## src/rtl/z16_decode_stage_if.sv

```systemverilog
// Handshake and decoded-bundle signals between fetch, the Z16 decode stage and execute.
// The slave modport is the decode stage's view; the master modport drives it.
interface z16_decode_stage_if #(
    parameter int DATA_W = 16,
    parameter int ILL_CW = 8
);
    logic              i_in_valid;
    logic              o_in_ready;
    logic [15:0]       i_instr;
    logic              o_valid;
    logic              i_out_ready;
    logic [3:0]        o_opecode;
    logic [3:0]        o_rd_addr;
    logic [3:0]        o_rs1_addr;
    logic [3:0]        o_rs2_addr;
    logic [DATA_W-1:0] o_imm;
    logic [3:0]        o_alu_ctrl;
    logic              o_rd_wen;
    logic              o_mem_ren;
    logic              o_mem_wen;
    logic              o_jump;
    logic              o_branch;
    logic              o_illegal;
    logic [ILL_CW-1:0] o_ill_count;

    modport slave (
        input  i_in_valid, i_instr, i_out_ready,
        output o_in_ready, o_valid, o_opecode, o_rd_addr, o_rs1_addr, o_rs2_addr,
               o_imm, o_alu_ctrl, o_rd_wen, o_mem_ren, o_mem_wen, o_jump, o_branch,
               o_illegal, o_ill_count
    );

    modport master (
        output i_in_valid, i_instr, i_out_ready,
        input  o_in_ready, o_valid, o_opecode, o_rd_addr, o_rs1_addr, o_rs2_addr,
               o_imm, o_alu_ctrl, o_rd_wen, o_mem_ren, o_mem_wen, o_jump, o_branch,
               o_illegal, o_ill_count
    );
endinterface

```

## src/rtl/z16_decode_stage.sv

```systemverilog
// Registered Z16 decode stage: valid/ready on both sides, optional one-entry skid buffer,
// synchronous flush and a saturating count of accepted illegal opcodes.
module z16_decode_stage #(
    parameter int DATA_W  = 16,
    parameter bit SKID_EN = 1'b1,
    parameter int ILL_CW  = 8
) (
    input  logic                i_clk,
    input  logic                i_rst_n,
    input  logic                i_flush,
    z16_decode_stage_if.slave   bus
);

    typedef struct packed {
        logic [3:0]        opcode;
        logic [3:0]        rd;
        logic [3:0]        rs1;
        logic [3:0]        rs2;
        logic [DATA_W-1:0] imm;
        logic [3:0]        alu;
        logic              rd_wen;
        logic              mem_ren;
        logic              mem_wen;
        logic              jump;
        logic              branch;
        logic              illegal;
    } bundle_t;

    typedef enum logic [1:0] {
        ST_EMPTY = 2'd0,
        ST_HOLD  = 2'd1,
        ST_FULL  = 2'd2
    } state_t;

    function automatic logic [DATA_W-1:0] sext4(input logic [3:0] f);
        return {{(DATA_W-4){f[3]}}, f};
    endfunction

    function automatic logic [DATA_W-1:0] sext8(input logic [7:0] f);
        return {{(DATA_W-8){f[7]}}, f};
    endfunction

    function automatic bundle_t decode(input logic [15:0] instr);
        bundle_t b;
        b         = {$bits(bundle_t){1'b0}};
        b.opcode  = instr[3:0];
        b.rd      = instr[7:4];
        b.rs1     = instr[11:8];
        b.rs2     = instr[15:12];
        case (instr[3:0])
            4'h0, 4'h1, 4'h2, 4'h3, 4'h4, 4'h5, 4'h6, 4'h7, 4'h8: begin
                b.alu    = instr[3:0];
                b.rd_wen = 1'b1;
            end
            4'h9: begin
                b.rd_wen = 1'b1;
                b.imm    = sext8(instr[15:8]);
            end
            4'hA: begin
                b.rd_wen  = 1'b1;
                b.mem_ren = 1'b1;
                b.imm     = sext4(instr[15:12]);
            end
            4'hB: begin
                b.mem_wen = 1'b1;
                b.imm     = sext4(instr[7:4]);
            end
            4'hC: begin
                b.rd_wen = 1'b1;
                b.jump   = 1'b1;
                b.imm    = sext8(instr[15:8]);
            end
            4'hD, 4'hE: begin
                b.alu    = 4'h1;
                b.branch = 1'b1;
                b.imm    = sext4(instr[7:4]);
            end
            default: begin
                b.illegal = 1'b1;
            end
        endcase
        return b;
    endfunction

    state_t            r_state;
    logic              r_valid;
    logic              r_in_ready;
    bundle_t           r_out;
    logic [15:0]       r_skid;
    logic [ILL_CW-1:0] r_ill_cnt;

    logic              w_in_ready;
    logic              w_accept;
    logic              w_xfer;
    logic              w_ill_inc;

    // Without the skid, r_in_ready only marks that reset has been left behind.
    assign w_in_ready = SKID_EN ? r_in_ready
                                : (r_in_ready & (bus.i_out_ready | ~r_valid));
    assign w_accept   = bus.i_in_valid & w_in_ready;
    assign w_xfer     = r_valid & bus.i_out_ready;
    assign w_ill_inc  = w_accept & (bus.i_instr[3:0] == 4'hF)
                        & (r_ill_cnt != {ILL_CW{1'b1}});

    // Pipeline register, skid buffer and handshake state.
    always_ff @(posedge i_clk or negedge i_rst_n) begin
        if (!i_rst_n) begin
            r_state    <= ST_EMPTY;
            r_valid    <= 1'b0;
            r_in_ready <= 1'b0;
            r_out      <= {$bits(bundle_t){1'b0}};
            r_skid     <= 16'h0000;
        end else if (i_flush) begin
            r_state    <= ST_EMPTY;
            r_valid    <= 1'b0;
            r_in_ready <= 1'b1;
        end else if (SKID_EN) begin
            case (r_state)
                ST_EMPTY: begin
                    r_in_ready <= 1'b1;
                    if (w_accept) begin
                        r_out   <= decode(bus.i_instr);
                        r_valid <= 1'b1;
                        r_state <= ST_HOLD;
                    end
                end
                ST_HOLD: begin
                    if (w_accept && !w_xfer) begin
                        r_skid     <= bus.i_instr;
                        r_in_ready <= 1'b0;
                        r_state    <= ST_FULL;
                    end else if (w_accept) begin
                        r_out <= decode(bus.i_instr);
                    end else if (w_xfer) begin
                        r_valid <= 1'b0;
                        r_state <= ST_EMPTY;
                    end
                end
                ST_FULL: begin
                    if (w_xfer) begin
                        r_out      <= decode(r_skid);
                        r_in_ready <= 1'b1;
                        r_state    <= ST_HOLD;
                    end
                end
                default: begin
                    r_valid    <= 1'b0;
                    r_in_ready <= 1'b1;
                    r_state    <= ST_EMPTY;
                end
            endcase
        end else begin
            r_in_ready <= 1'b1;
            if (w_accept) begin
                r_out   <= decode(bus.i_instr);
                r_valid <= 1'b1;
            end else if (w_xfer) begin
                r_valid <= 1'b0;
            end
        end
    end

    // Illegal-opcode counter; counts at accept time, so flush does not undo it.
    always_ff @(posedge i_clk or negedge i_rst_n) begin
        if (!i_rst_n) begin
            r_ill_cnt <= {ILL_CW{1'b0}};
        end else if (w_ill_inc) begin
            r_ill_cnt <= r_ill_cnt + {{(ILL_CW-1){1'b0}}, 1'b1};
        end
    end

    assign bus.o_in_ready  = w_in_ready;
    assign bus.o_valid     = r_valid;
    assign bus.o_opecode   = r_out.opcode;
    assign bus.o_rd_addr   = r_out.rd;
    assign bus.o_rs1_addr  = r_out.rs1;
    assign bus.o_rs2_addr  = r_out.rs2;
    assign bus.o_imm       = r_out.imm;
    assign bus.o_alu_ctrl  = r_out.alu;
    assign bus.o_rd_wen    = r_out.rd_wen;
    assign bus.o_mem_ren   = r_out.mem_ren;
    assign bus.o_mem_wen   = r_out.mem_wen;
    assign bus.o_jump      = r_out.jump;
    assign bus.o_branch    = r_out.branch;
    assign bus.o_illegal   = r_out.illegal;
    assign bus.o_ill_count = r_ill_cnt;

endmodule

```

## src/flat_wrapper.sv

```systemverilog
// flat-port wrapper written by rule: the top's interface ports become plain ports
module z16_decode_stage_flat 
#(
    parameter int DATA_W  = 16,
    parameter bit SKID_EN = 1'b1,
    parameter int ILL_CW  = 8
)
  (i_clk, i_rst_n, i_flush, bus_i_in_valid, bus_i_instr, bus_i_out_ready, bus_o_in_ready, bus_o_valid, bus_o_opecode, bus_o_rd_addr, bus_o_rs1_addr, bus_o_rs2_addr, bus_o_imm, bus_o_alu_ctrl, bus_o_rd_wen, bus_o_mem_ren, bus_o_mem_wen, bus_o_jump, bus_o_branch, bus_o_illegal, bus_o_ill_count);
  z16_decode_stage_if #(.DATA_W(DATA_W), .ILL_CW(ILL_CW)) bus_i ();
  input  logic i_clk;
  input  logic i_rst_n;
  input  logic i_flush;
  input wire logic [$bits(bus_i.i_in_valid)-1:0] bus_i_in_valid;
  input wire logic [$bits(bus_i.i_instr)-1:0] bus_i_instr;
  input wire logic [$bits(bus_i.i_out_ready)-1:0] bus_i_out_ready;
  output wire logic [$bits(bus_i.o_in_ready)-1:0] bus_o_in_ready;
  output wire logic [$bits(bus_i.o_valid)-1:0] bus_o_valid;
  output wire logic [$bits(bus_i.o_opecode)-1:0] bus_o_opecode;
  output wire logic [$bits(bus_i.o_rd_addr)-1:0] bus_o_rd_addr;
  output wire logic [$bits(bus_i.o_rs1_addr)-1:0] bus_o_rs1_addr;
  output wire logic [$bits(bus_i.o_rs2_addr)-1:0] bus_o_rs2_addr;
  output wire logic [$bits(bus_i.o_imm)-1:0] bus_o_imm;
  output wire logic [$bits(bus_i.o_alu_ctrl)-1:0] bus_o_alu_ctrl;
  output wire logic [$bits(bus_i.o_rd_wen)-1:0] bus_o_rd_wen;
  output wire logic [$bits(bus_i.o_mem_ren)-1:0] bus_o_mem_ren;
  output wire logic [$bits(bus_i.o_mem_wen)-1:0] bus_o_mem_wen;
  output wire logic [$bits(bus_i.o_jump)-1:0] bus_o_jump;
  output wire logic [$bits(bus_i.o_branch)-1:0] bus_o_branch;
  output wire logic [$bits(bus_i.o_illegal)-1:0] bus_o_illegal;
  output wire logic [$bits(bus_i.o_ill_count)-1:0] bus_o_ill_count;
  assign bus_i.i_in_valid = bus_i_in_valid;
  assign bus_i.i_instr = bus_i_instr;
  assign bus_i.i_out_ready = bus_i_out_ready;
  assign bus_o_in_ready = bus_i.o_in_ready;
  assign bus_o_valid = bus_i.o_valid;
  assign bus_o_opecode = bus_i.o_opecode;
  assign bus_o_rd_addr = bus_i.o_rd_addr;
  assign bus_o_rs1_addr = bus_i.o_rs1_addr;
  assign bus_o_rs2_addr = bus_i.o_rs2_addr;
  assign bus_o_imm = bus_i.o_imm;
  assign bus_o_alu_ctrl = bus_i.o_alu_ctrl;
  assign bus_o_rd_wen = bus_i.o_rd_wen;
  assign bus_o_mem_ren = bus_i.o_mem_ren;
  assign bus_o_mem_wen = bus_i.o_mem_wen;
  assign bus_o_jump = bus_i.o_jump;
  assign bus_o_branch = bus_i.o_branch;
  assign bus_o_illegal = bus_i.o_illegal;
  assign bus_o_ill_count = bus_i.o_ill_count;
  z16_decode_stage #(.DATA_W(DATA_W), .SKID_EN(SKID_EN), .ILL_CW(ILL_CW)) u_core (.i_clk(i_clk), .i_rst_n(i_rst_n), .i_flush(i_flush), .bus(bus_i));
endmodule
```

## config.mk

```make
export PLATFORM = sky130hd
export DESIGN_NAME = z16_decode_stage_flat
export DESIGN_NICKNAME = d
export VERILOG_FILES = /design/src/rtl/z16_decode_stage_if.sv /design/src/rtl/z16_decode_stage.sv /design/src/flat_wrapper.sv
export SDC_FILE = /design/constraint.sdc
export NUM_CORES = 1
export LEC_CHECK = 0
export ABC_AREA = 1
export CAP_MARGIN = 20
export CORE_ASPECT_RATIO = 2
export CORE_MARGIN = 10
export CORE_UTILIZATION = 52
export CTS_CLUSTER_DIAMETER = 40
export DETAILED_ROUTE_END_ITERATION = 10
export PLACE_DENSITY = 0.78
export SYNTH_ARGS = -nofsm -noshare
export SYNTH_HDL_FRONTEND = slang
export SYNTH_SLANG_ARGS = --single-unit
```

## constraint.sdc

```tcl
create_clock -name i_clk -period 2.05 [get_ports i_clk]
set_input_delay 0.41 -clock i_clk [delete_from_list [all_inputs] [get_ports i_clk]]
set_output_delay 0.41 -clock i_clk [all_outputs]
set_load 0.005 [all_outputs]
```

==> Yosys cells after proc, flatten, opt, wreduce, memory -nomap -nowiden <==
Index checks and enable logic that the tools add are counted.
{ "op_classes": {"addsub": 1, "n_eq_ne": 43, "mux": 37, "n_bitwise": 5, "n_reduce_logical": 23} }
{ "op_table": {"columns": ["cell", "count"], "rows": [
  ["$mux 42", 3],
  ["$pmux 42 s3", 1],
  ["$pmux 16 s3", 2],
  ["$eq 4x4->1 const B", 15],
  ["$eq 4x3->1 const B", 8],
  ["$reduce_or 15->1", 2],
  ["$reduce_or 12->1", 2],
  ["$mux 1", 20],
  ["$reduce_or 9->1", 2],
  ["$eq 4x2->1 const B", 4],
  ["$pmux 4 s2", 2],
  ["$mux 2", 6],
  ["$ne 3x2->1 const B", 4],
  ["$add 8x1->8 const B", 1],
  ["$eq 4x1->1 const B", 2],
  ["$logic_not 4->1", 2],
  ["$ne 8x8->1 const B", 1],
  ["$reduce_and 4->1", 2],
  ["$reduce_or 2->1", 4],
  ["$ne 3x3->1 const B", 2],
  ["$pmux 2 s3", 1],
  ["$reduce_or 3->1", 2],
  ["$reduce_and 5->1", 1],
  ["$and 1x1->1", 4],
  ["other kinds (15)", 16]
]} }
{ "word_totals": {"regBits": 70, "input_bits": 21, "output_inout_bits": 52, "word_cells": 126} }

==> Longest topological paths before layout <==
Gate-level depths: netlist of the first run.
{ "depth": {"word_depth": 6, "ltp_mapped": 10, "mapped_depth_nobuf": 10} }

==> Least setup slack after synthesis of the first run <==
Ideal clock, no wire load.
{ "synth_path": {"kind": "register -> register", "start": "register u_core.r_state[1]", "end": "register u_core.r_skid[10]", "setup_time_ps": 127, "arrival_ps": 1245, "t_required_ps": 1923, "slack_ps": 677, "path_stages_with_launch": 5, "n_path_buf": 1, "synth_period_minus_slack_ps": 1373, "cell_sequence": "dfrtp_1 -> nor3_4 -> nand2_2 -> buf_6 -> mux2_1"} }
{ "synth_between": {"elab_chain_cells": 2} }
{ "synth_rtl": {"columns": ["item", "line_no", "text"], "rows": [
  ["start, declared", "z16_decode_stage.sv:85", "state_t r_state;"],
  ["start signal, assigned", "z16_decode_stage.sv:108", "r_state <= ST_EMPTY;"],
  ["start signal, assigned", "z16_decode_stage.sv:114", "r_state <= ST_EMPTY;"],
  ["start signal, assigned", "z16_decode_stage.sv:124", "r_state <= ST_HOLD;"],
  ["$eq 2x1->1", "z16_decode_stage.sv:118", "case (r_state)"],
  ["$reduce_and 3->1 (no source line)", null, null],
  ["end signal, assigned", "z16_decode_stage.sv:129", "r_skid <= bus.i_instr;"],
  ["end, declared", "z16_decode_stage.sv:89", "logic [15:0] r_skid;"]
]} }
No other way between the ends.
A chain may end at the register's enable or synchronous reset.

==> Final worst setup path of the first run <==
{ "layout_path": {"start": "input port bus_i_instr[3]", "end": "register u_core.r_ill_cnt[5] (netlist: u_core.bus.o_ill_count[5])"} }
{ "layout_between": {"elab_chain_cells": 3} }
{ "layout_rtl": {"columns": ["item", "line_no", "text"], "rows": [
  ["start, declared", "flat_wrapper.sv:14", "input wire logic [$bits(bus_i.i_instr)-1:0] bus_i_instr;"],
  ["$eq 4x4->1", "z16_decode_stage.sv:102", "assign w_ill_inc = w_accept & (bus.i_instr[3:0] == 4'hF)"],
  ["$and 1x1->1", "z16_decode_stage.sv:102", null],
  ["$and 1x1->1", "z16_decode_stage.sv:103", "& (r_ill_cnt != {ILL_CW{1'b1}});"],
  ["end signal, assigned", "z16_decode_stage.sv:166", "r_ill_cnt <= {ILL_CW{1'b0}};"],
  ["end signal, assigned", "z16_decode_stage.sv:168", "r_ill_cnt <= r_ill_cnt + {{(ILL_CW-1){1'b0}}, 1'b1};"],
  ["end, declared", "z16_decode_stage.sv:90", "logic [ILL_CW-1:0] r_ill_cnt;"]
]} }
No other way between the ends.

==> results of run 1 <==
==> per-layer routing <==
metal	share of wire (%)	GRT usage, %
met5	0	0
met4	1.9	9.36
met3	7.1	6.06
met2	56	34.7
met1	35	17.4
==> power groups by stage <==
stage / Sequential [mW] / Combinational (mW) / Clock (mW)
3_5_place_dp: 2.16 / 2.17 / 0
6_report: 2.16 / 2.15 / 1.36
3_3_place_gp: 2.14 / 2.10 / 0
5_1_grt: 2.24 / 2.40 / 1.42
4_1_cts: 2.16 / 2.19 / 1.37
2_1_floorplan: 2.11 / 1.06 / 0
==> path summary, 6_finish.rpt <==
path                                                         end  slack, ns
max                        u_core.bus.o_ill_count[5]$_DFFE_PN0P_       0.27
min                          u_core.bus.o_rd_addr[1]$_DFFE_PN0P_       0.07
max reg2reg                u_core.bus.o_ill_count[5]$_DFFE_PN0P_       0.42
min reg2reg                  u_core.bus.o_opecode[0]$_DFFE_PN0P_       0.47
max in group asynchronous        u_core.bus.o_imm[3]$_DFFE_PN0P_       1.70
min in group i_clk           u_core.bus.o_opecode[0]$_DFFE_PN0P_       0.47
==> area by class of cell <==
cell class                      instances  share of cell area [%]
Tap cell                               86                    2.42
Multi-Input combinational cell        309                    35.0
Clock buffer                           12                    5.54
Timing Repair Buffer                   89                    19.3
Sequential cell                        62                    34.9
Inverter                               28                    2.42
Clock inverter                          4                   0.507
==> cells in the final DEF (no fill, tap or decap), types with 2 or more instances in the layout <==
master           netlist  final
clkbuf_1               4      2
nand2_1              162    162
mux2_1                 6      6
nand2_2                4      4
clkbuf_16              0      9
a31oi_1                2      2
o32ai_1                2      2
xor2_1                 5      5
inv_2                  2      2
o21ai_1                2      2
buf_4                 10     16
o21ai_0               20     20
o22ai_1                2      2
nand3_1               25     25
o31ai_2               11     11
inv_1                 25     25
clkinv_2               0      3
mux2_2                 2      2
clkdlybuf4s50_1        0     71
nand4_1                9      9
dfrtp_1               62     62
nor2_1                42     42
==> flip-flops by register name, indices dropped and copies added, names as in the netlist, 2 cells and up <==
signal and cells:
u_core.r_skid 16, u_core.bus.o_ill_count 8, u_core.bus.o_imm 8, u_core.bus.o_alu_ctrl 4, u_core.bus.o_opecode 4, u_core.bus.o_rd_addr 4
u_core.bus.o_rs1_addr 4, u_core.bus.o_rs2_addr 4, u_core.r_state 2
==> cell families after synthesis <==
family          after synthesis
mux                           8
fa+ha+maj                     1
buf+inv                      51
xor+xnor                      7
simple gates                248
compound gates               45
flops                        62
==> stage by stage <==
| step | cells | util [%] | instance area (µm²) | worst slack (ns) | hold WS [ns] |
|---|---|---|---|---|---|
| floorplan | 422 | - | 3360 | 0.677 | 0.114 |
| global placement | 574 | 66.2 | 4180 | 0.0293 | 0.442 |
| detailed placement | 574 | 66.2 | 4180 | -0.0445 | 0.440 |
| CTS | 590 | 70.5 | 4450 | 0.253 | 0.0905 |
| global route | 590 | 70.5 | 4450 | 0.151 | 0.100 |
| finish | 590 | 70.5 | 4450 | 0.273 | 0.0720 |
==> worst max-delay path, stage by stage <==
cell             delay, ns
clkdlybuf4s50_1       0.52
nand2_1               0.10
inv_2                 0.07
nand2_1               0.07
nor2_1                0.14
o21a_1                0.33
buf_4                 0.19
nand2_1               0.05
o21ai_0               0.12
==> impl_metrics.yaml, run 1 <==
outcome:
  status: "completed"
clock_tree:
  numCtsBuffers: 9
  postCtsSetupBuffers: 0
  path_clk_slew_ns: 0.05
  cts.sinks: 62
  cts_tree: "done"
  htree_levels: 3
  clock_latency_ns: 0.33
  cts_root_buf: "clkbuf_16"
  clockBufferDepth: 2
  ctsHoldBuffers: 0
  cts_resized: 0
final_layout:
  multi_input_comb_area_um2: 1550
  nNetsFinal: 521
  final_layout_size_suffix_gt1_share_pct: 11.9
  ff_latch_area_um2: 1550
  area_growth_pct: 32.3
  diodes: 0
  n_fill_cell: 513
drt:
  avgViaCountPerCell: 5.29
  routedWlPerCell_um: 15.6
  first_pass_iters: 4
  vias: 3122
  drc: 0
  drt_iter0_drc: 284
  totalWireLength_mm: 9.22
  ant_nets: 0
worst_hold_path:
  hp-class: "input pin to async pin"
sta:
  timing.final.crit_share_pct: 86.7
  tightest_slew_ns: 0.331
  clock_skew_ns: 0.00680
  fin_crit_ns: 1.78
  setup_violations: 0
  hold_violations: 0
  max_clock_freq_mhz: 563
  grt_setup_unrepaired: "false"
  relSlewSlack_pct: 77.9
  finalMaxSlewViolations: 0
  final.setup.tns_ns: 0
synthesis:
  ys_async_sr_fraction_pct: 100
  synth_area_um2: 3360
  synth_top_family_by_area: "simple AND/OR/NAND/NOR gates"
  synth_top_area_share_pct: 46.2
  yosysMostFrequentCell: "nand2_1"
  ys_types: 37
  synth_xor_area_share_pct: 2.05
  yosysSeqAreaShare_pct: 46.2
  synth_mux_area_share_pct: 2.68
  netlist_top_cells_count: "nand2_1, dfrtp_1, nor2_1, inv_1, nand3_1"
  ys_top_cells_by_area: "dfrtp_1, nand2_1, nor2_1"
  syn_avg_cell_area_um2: 7.96
  synth-main-ff-cell: "dfrtp_1"
  synth-edff-count: 0
  synth-seq-cells: 62
  synth_nets: 444
  synth_compound_area_share_pct: 10.3
  yosysWarningCount: 0
  syn-instance-count: 422
  synth_fa_ha_area_share_pct: 0.372
  synth-simple-area-share_pct: 30.8
  yosys.area.top_type: "dfrtp_1"
critical_path:
  r2r-start: "u_core.bus.o_ill_count[0]$_DFFE_PN0P_"
  crit_fanout: 8
  crit_path_end_kind: "flop"
  reg2reg_depth: 5
  worst-setup-path-type: "input pin to flop"
  cp.required_ns: 2.28
  start_kind: "input pin"
  critPathLaunch: "bus_i_instr[3]"
  crit_arrival_ns: 2.00
power_and_ir_drop:
  switching_share_pct: 34.2
  power_frac_comb_pct: 37.9
  power_frac_seq_pct: 38.1
  switching_power_mw: 1.94
  power_mw: 5.67
  power.share.clock_pct: 24.0
  power.density_nw_per_um2: 1280
  ir_drop_v: 0.000885
  p_leak_nw: 2.17
  intPower_mw: 3.74
global_route:
  grt_pass1_vias: 3355
  grt_start_max_net_pins: 63
  antenna_found_initial: 0
  gr-usage-all-layers_pct: 18.6
  overflow: 0
  grt_first_pass_wirelength_mm: 15.6
floorplanning:
  die_y_um: 134
  die_w_um: 76.8
  core_um2: 6310
  start_util_pct: 53.3
  die_area_um2: 10300
  num_rows: 41
  io_pins: 73
run:
  cap_viol_max_count: 0
placement:
  dpl.hpwl_mm: 7.04
  port_buffers: 72
  place_congestion: 0.945
(Power assumes the default switching activity.)
==> run 2: changes to the inputs <==
--- a/config.mk
+++ b/config.mk
@@ -9,10 +9,11 @@
 export CAP_MARGIN = 20
 export CORE_ASPECT_RATIO = 2
 export CORE_MARGIN = 10
-export CORE_UTILIZATION = 52
+export CORE_UTILIZATION = 46
 export CTS_CLUSTER_DIAMETER = 40
+export CTS_CLUSTER_SIZE = 25
 export DETAILED_ROUTE_END_ITERATION = 10
-export PLACE_DENSITY = 0.78
+export PLACE_DENSITY = 0.72
 export SYNTH_ARGS = -nofsm -noshare
 export SYNTH_HDL_FRONTEND = slang
 export SYNTH_SLANG_ARGS = --single-unit
==> constraint.sdc (replaced) <==
create_clock -name i_clk -period 1.5 [get_ports i_clk]
set_input_delay 0.3 -clock i_clk [delete_from_list [all_inputs] [get_ports i_clk]]
set_output_delay 0.3 -clock i_clk [all_outputs]
set_load 0.005 [all_outputs]
==> run 2 against run 1 <==
Utilization shrank 4.1 points. Global-route usage decreased by 2.1 points. Wire length increased by 0.37%. Cell count is 4.2% higher. Register-to-register slack worse by 0.38 ns.
==> impl_metrics.yaml, run 2 (synthesis gave the netlist of run 1 again) <==
floorplanning:
  start_util_pct: 46.6
  die_w_um: 80.4
  num_rows: 44
  io_pins: 73
  die_area_um2: 11300
  core_um2: 7210
  die_y_um: 141
sta:
  setup_violations: 0
  finalMaxSlewViolations: 0
  tightest_slew_ns: 0.331
  clock_skew_ns: 0.00687
  timing.final.crit_share_pct: 98.0
  max_clock_freq_mhz: 680
  grt_setup_unrepaired: "true"
  setup_slack_ns: 0.0296
  hold_violations: 0
  final.setup.tns_ns: 0
  fin_crit_ns: 1.47
  relSlewSlack_pct: 77.9
critical_path:
  worst-setup-path-type: "flop to output port"
  start_kind: "flop"
  cpPeakStageDelay_ns: 0.50
  crit_path_end_kind: "output port"
  ff2ff_setup_slack_ns: 0.04
  cp_num_buf_inv: 1
  crit_family: "buffers and inverters"
  critPathLaunch: "u_core.bus.o_imm[2]$_DFFE_PN0P_"
  reg2reg_depth: 6
  slowest_stage: "clkdlybuf4s50_1"
  path_cells: "clkdlybuf4s50_1"
  crit_fanout: 2
  r2r-end: "u_core.bus.o_rd_addr[1]$_DFFE_PN0P_"
  r2r-start: "u_core.r_state[0]$_DFFE_PN0P_"
  crit_arrival_ns: 1.17
  cp.required_ns: 1.20
final_layout:
  ff_latch_area_um2: 1560
  final_layout_size_suffix_gt1_share_pct: 20.5
  diodes: 0
  multi_input_comb_area_um2: 1660
  layout_commonest_cell: "nand2_1"
  top_register: "u_core.r_skid"
  nNetsFinal: 542
  area_growth_pct: 42.3
  n_fill_cell: 594
  largest_register_ffs: 16
  design_area_um2: 4780
  fin_util_pct: 66.3
  final_cell_mix: "nand2_1, dfrtp_1, nor2_1"
drt:
  drc: 0
  routedWlPerCell_um: 15.0
  drt_iter0_drc: 224
  avgViaCountPerCell: 5.14
  vias: 3163
  totalWireLength_mm: 9.25
  first_pass_iters: 4
  ant_nets: 0
global_route:
  overflow: 0
  gr-usage-all-layers_pct: 16.6
  grt_first_pass_wirelength_mm: 14.9
  grt_pass1_vias: 3275
  grt_start_max_net_pins: 63
  antenna_found_initial: 0
power_and_ir_drop:
  power_frac_comb_pct: 38.9
  switching_power_mw: 2.64
  power_mw: 7.78
  power_frac_seq_pct: 36.9
  ir_drop_v: 0.00110
  power.density_nw_per_um2: 1630
  switching_share_pct: 33.9
  intPower_mw: 5.14
  p_leak_nw: 2.63
  power.share.clock_pct: 24.2
clock_tree:
  path_clk_slew_ns: 0.05
  cts_tree: "done"
  clockBufferDepth: 2
  clock_latency_ns: 0.33
  htree_levels: 3
  cts_root_buf: "clkbuf_16"
  numCtsBuffers: 9
  cts.sinks: 62
placement:
  placed_cell_area_um2: 4300
  place_congestion: 0.933
  port_buffers: 72
  place_ws_ns: -0.381
  dpl.hpwl_mm: 6.99
outcome:
  status: "completed"
worst_hold_path:
  min_delay_path_depth: 4
  whs_endpoint: "u_core.r_skid[0]$_DFFE_PN0P_"
  min-delay-start: "bus_i_instr[0]"
  hp-class: "input pin to flop"
run:
  cap_viol_max_count: 0
[run 2: cell count changes in the layout (fill, tap and decap cells not counted), sizes merged]
cell           previous run  this run
clkinvlp                  1         0
dlymetal6s2s              0        19
clkbuf                   12        13
clkinv                    3         1
clkdlybuf4s50            71        24
buf                      18        38
dlygate4sd2               0        28
dlygate4sd3               0         1
[run 2: power groups by stage]
stage | Clock (mW) | Sequential [mW] | Combinational [mW]
floorplan | 0 | 2.88 | 1.44
global placement | 0 | 2.89 | 3.06
detailed placement | 0 | 2.92 | 3.11
CTS | 1.91 | 2.87 | 3.02
global route | 1.99 | 2.96 | 3.35
finish | 1.88 | 2.87 | 3.03
[run 2: cell type report]
| cell class | count | share of cell area, % |
|---|---|---|
| clock buffer | 13 | 5.65 |
| inverter | 28 | 2.35 |
| clock inverter | 1 | 0.105 |
| timing repair buffer | 110 | 22.3 |
| multi-input combinational | 309 | 34.6 |
| sequential | 62 | 32.5 |
| tap | 92 | 2.41 |
[run 2: layer usage]
layer  GRT usage, %  share of wire (%)  vias up
li1               -                  -     1549
met1           16.1                 37     1478
met2           29.3                 54      103
met3           2.74                4.7       33
met4           12.8                4.9        0
met5              0                  0        -
[run 2: worst max path at each step]
stage	endpoint	slack (ns)	cells after the start
2_1_floorplan	u_core.r_skid[10]$_DFFE_PN0P_	0.13	4
3_3_place_gp	u_core.bus.o_imm[4]$_DFFE_PN0P_	-0.33	12
3_5_place_dp	u_core.bus.o_imm[5]$_DFFE_PN0P_	-0.38	12
4_1_cts	u_core.bus.o_alu_ctrl[0]$_DFFE_PN0P_	-0.009	7
5_1_grt	u_core.bus.o_rd_addr[1]$_DFFE_PN0P_	-0.05	6
6_report	bus_o_imm[2]	0.03	1
[run 2: stage by stage]
stage | hold slack (ns) | instances
after floorplan | 0.00441 | 422
after global placement | 0.332 | 592
after detailed placement | 0.332 | 592
after CTS | 0.478 | 612
after global routing | 0.460 | 615
final | 0.442 | 615
[run 2: repair_timing]
action | in CTS | in global routing
pin swaps | 2 | 4
hold buffers | 1 | 0
gates resized for setup | 36 | 55
hold endpoints to repair | 62 | 0
setup buffers | 5 | 3
setup endpoints to repair | 36 | 68
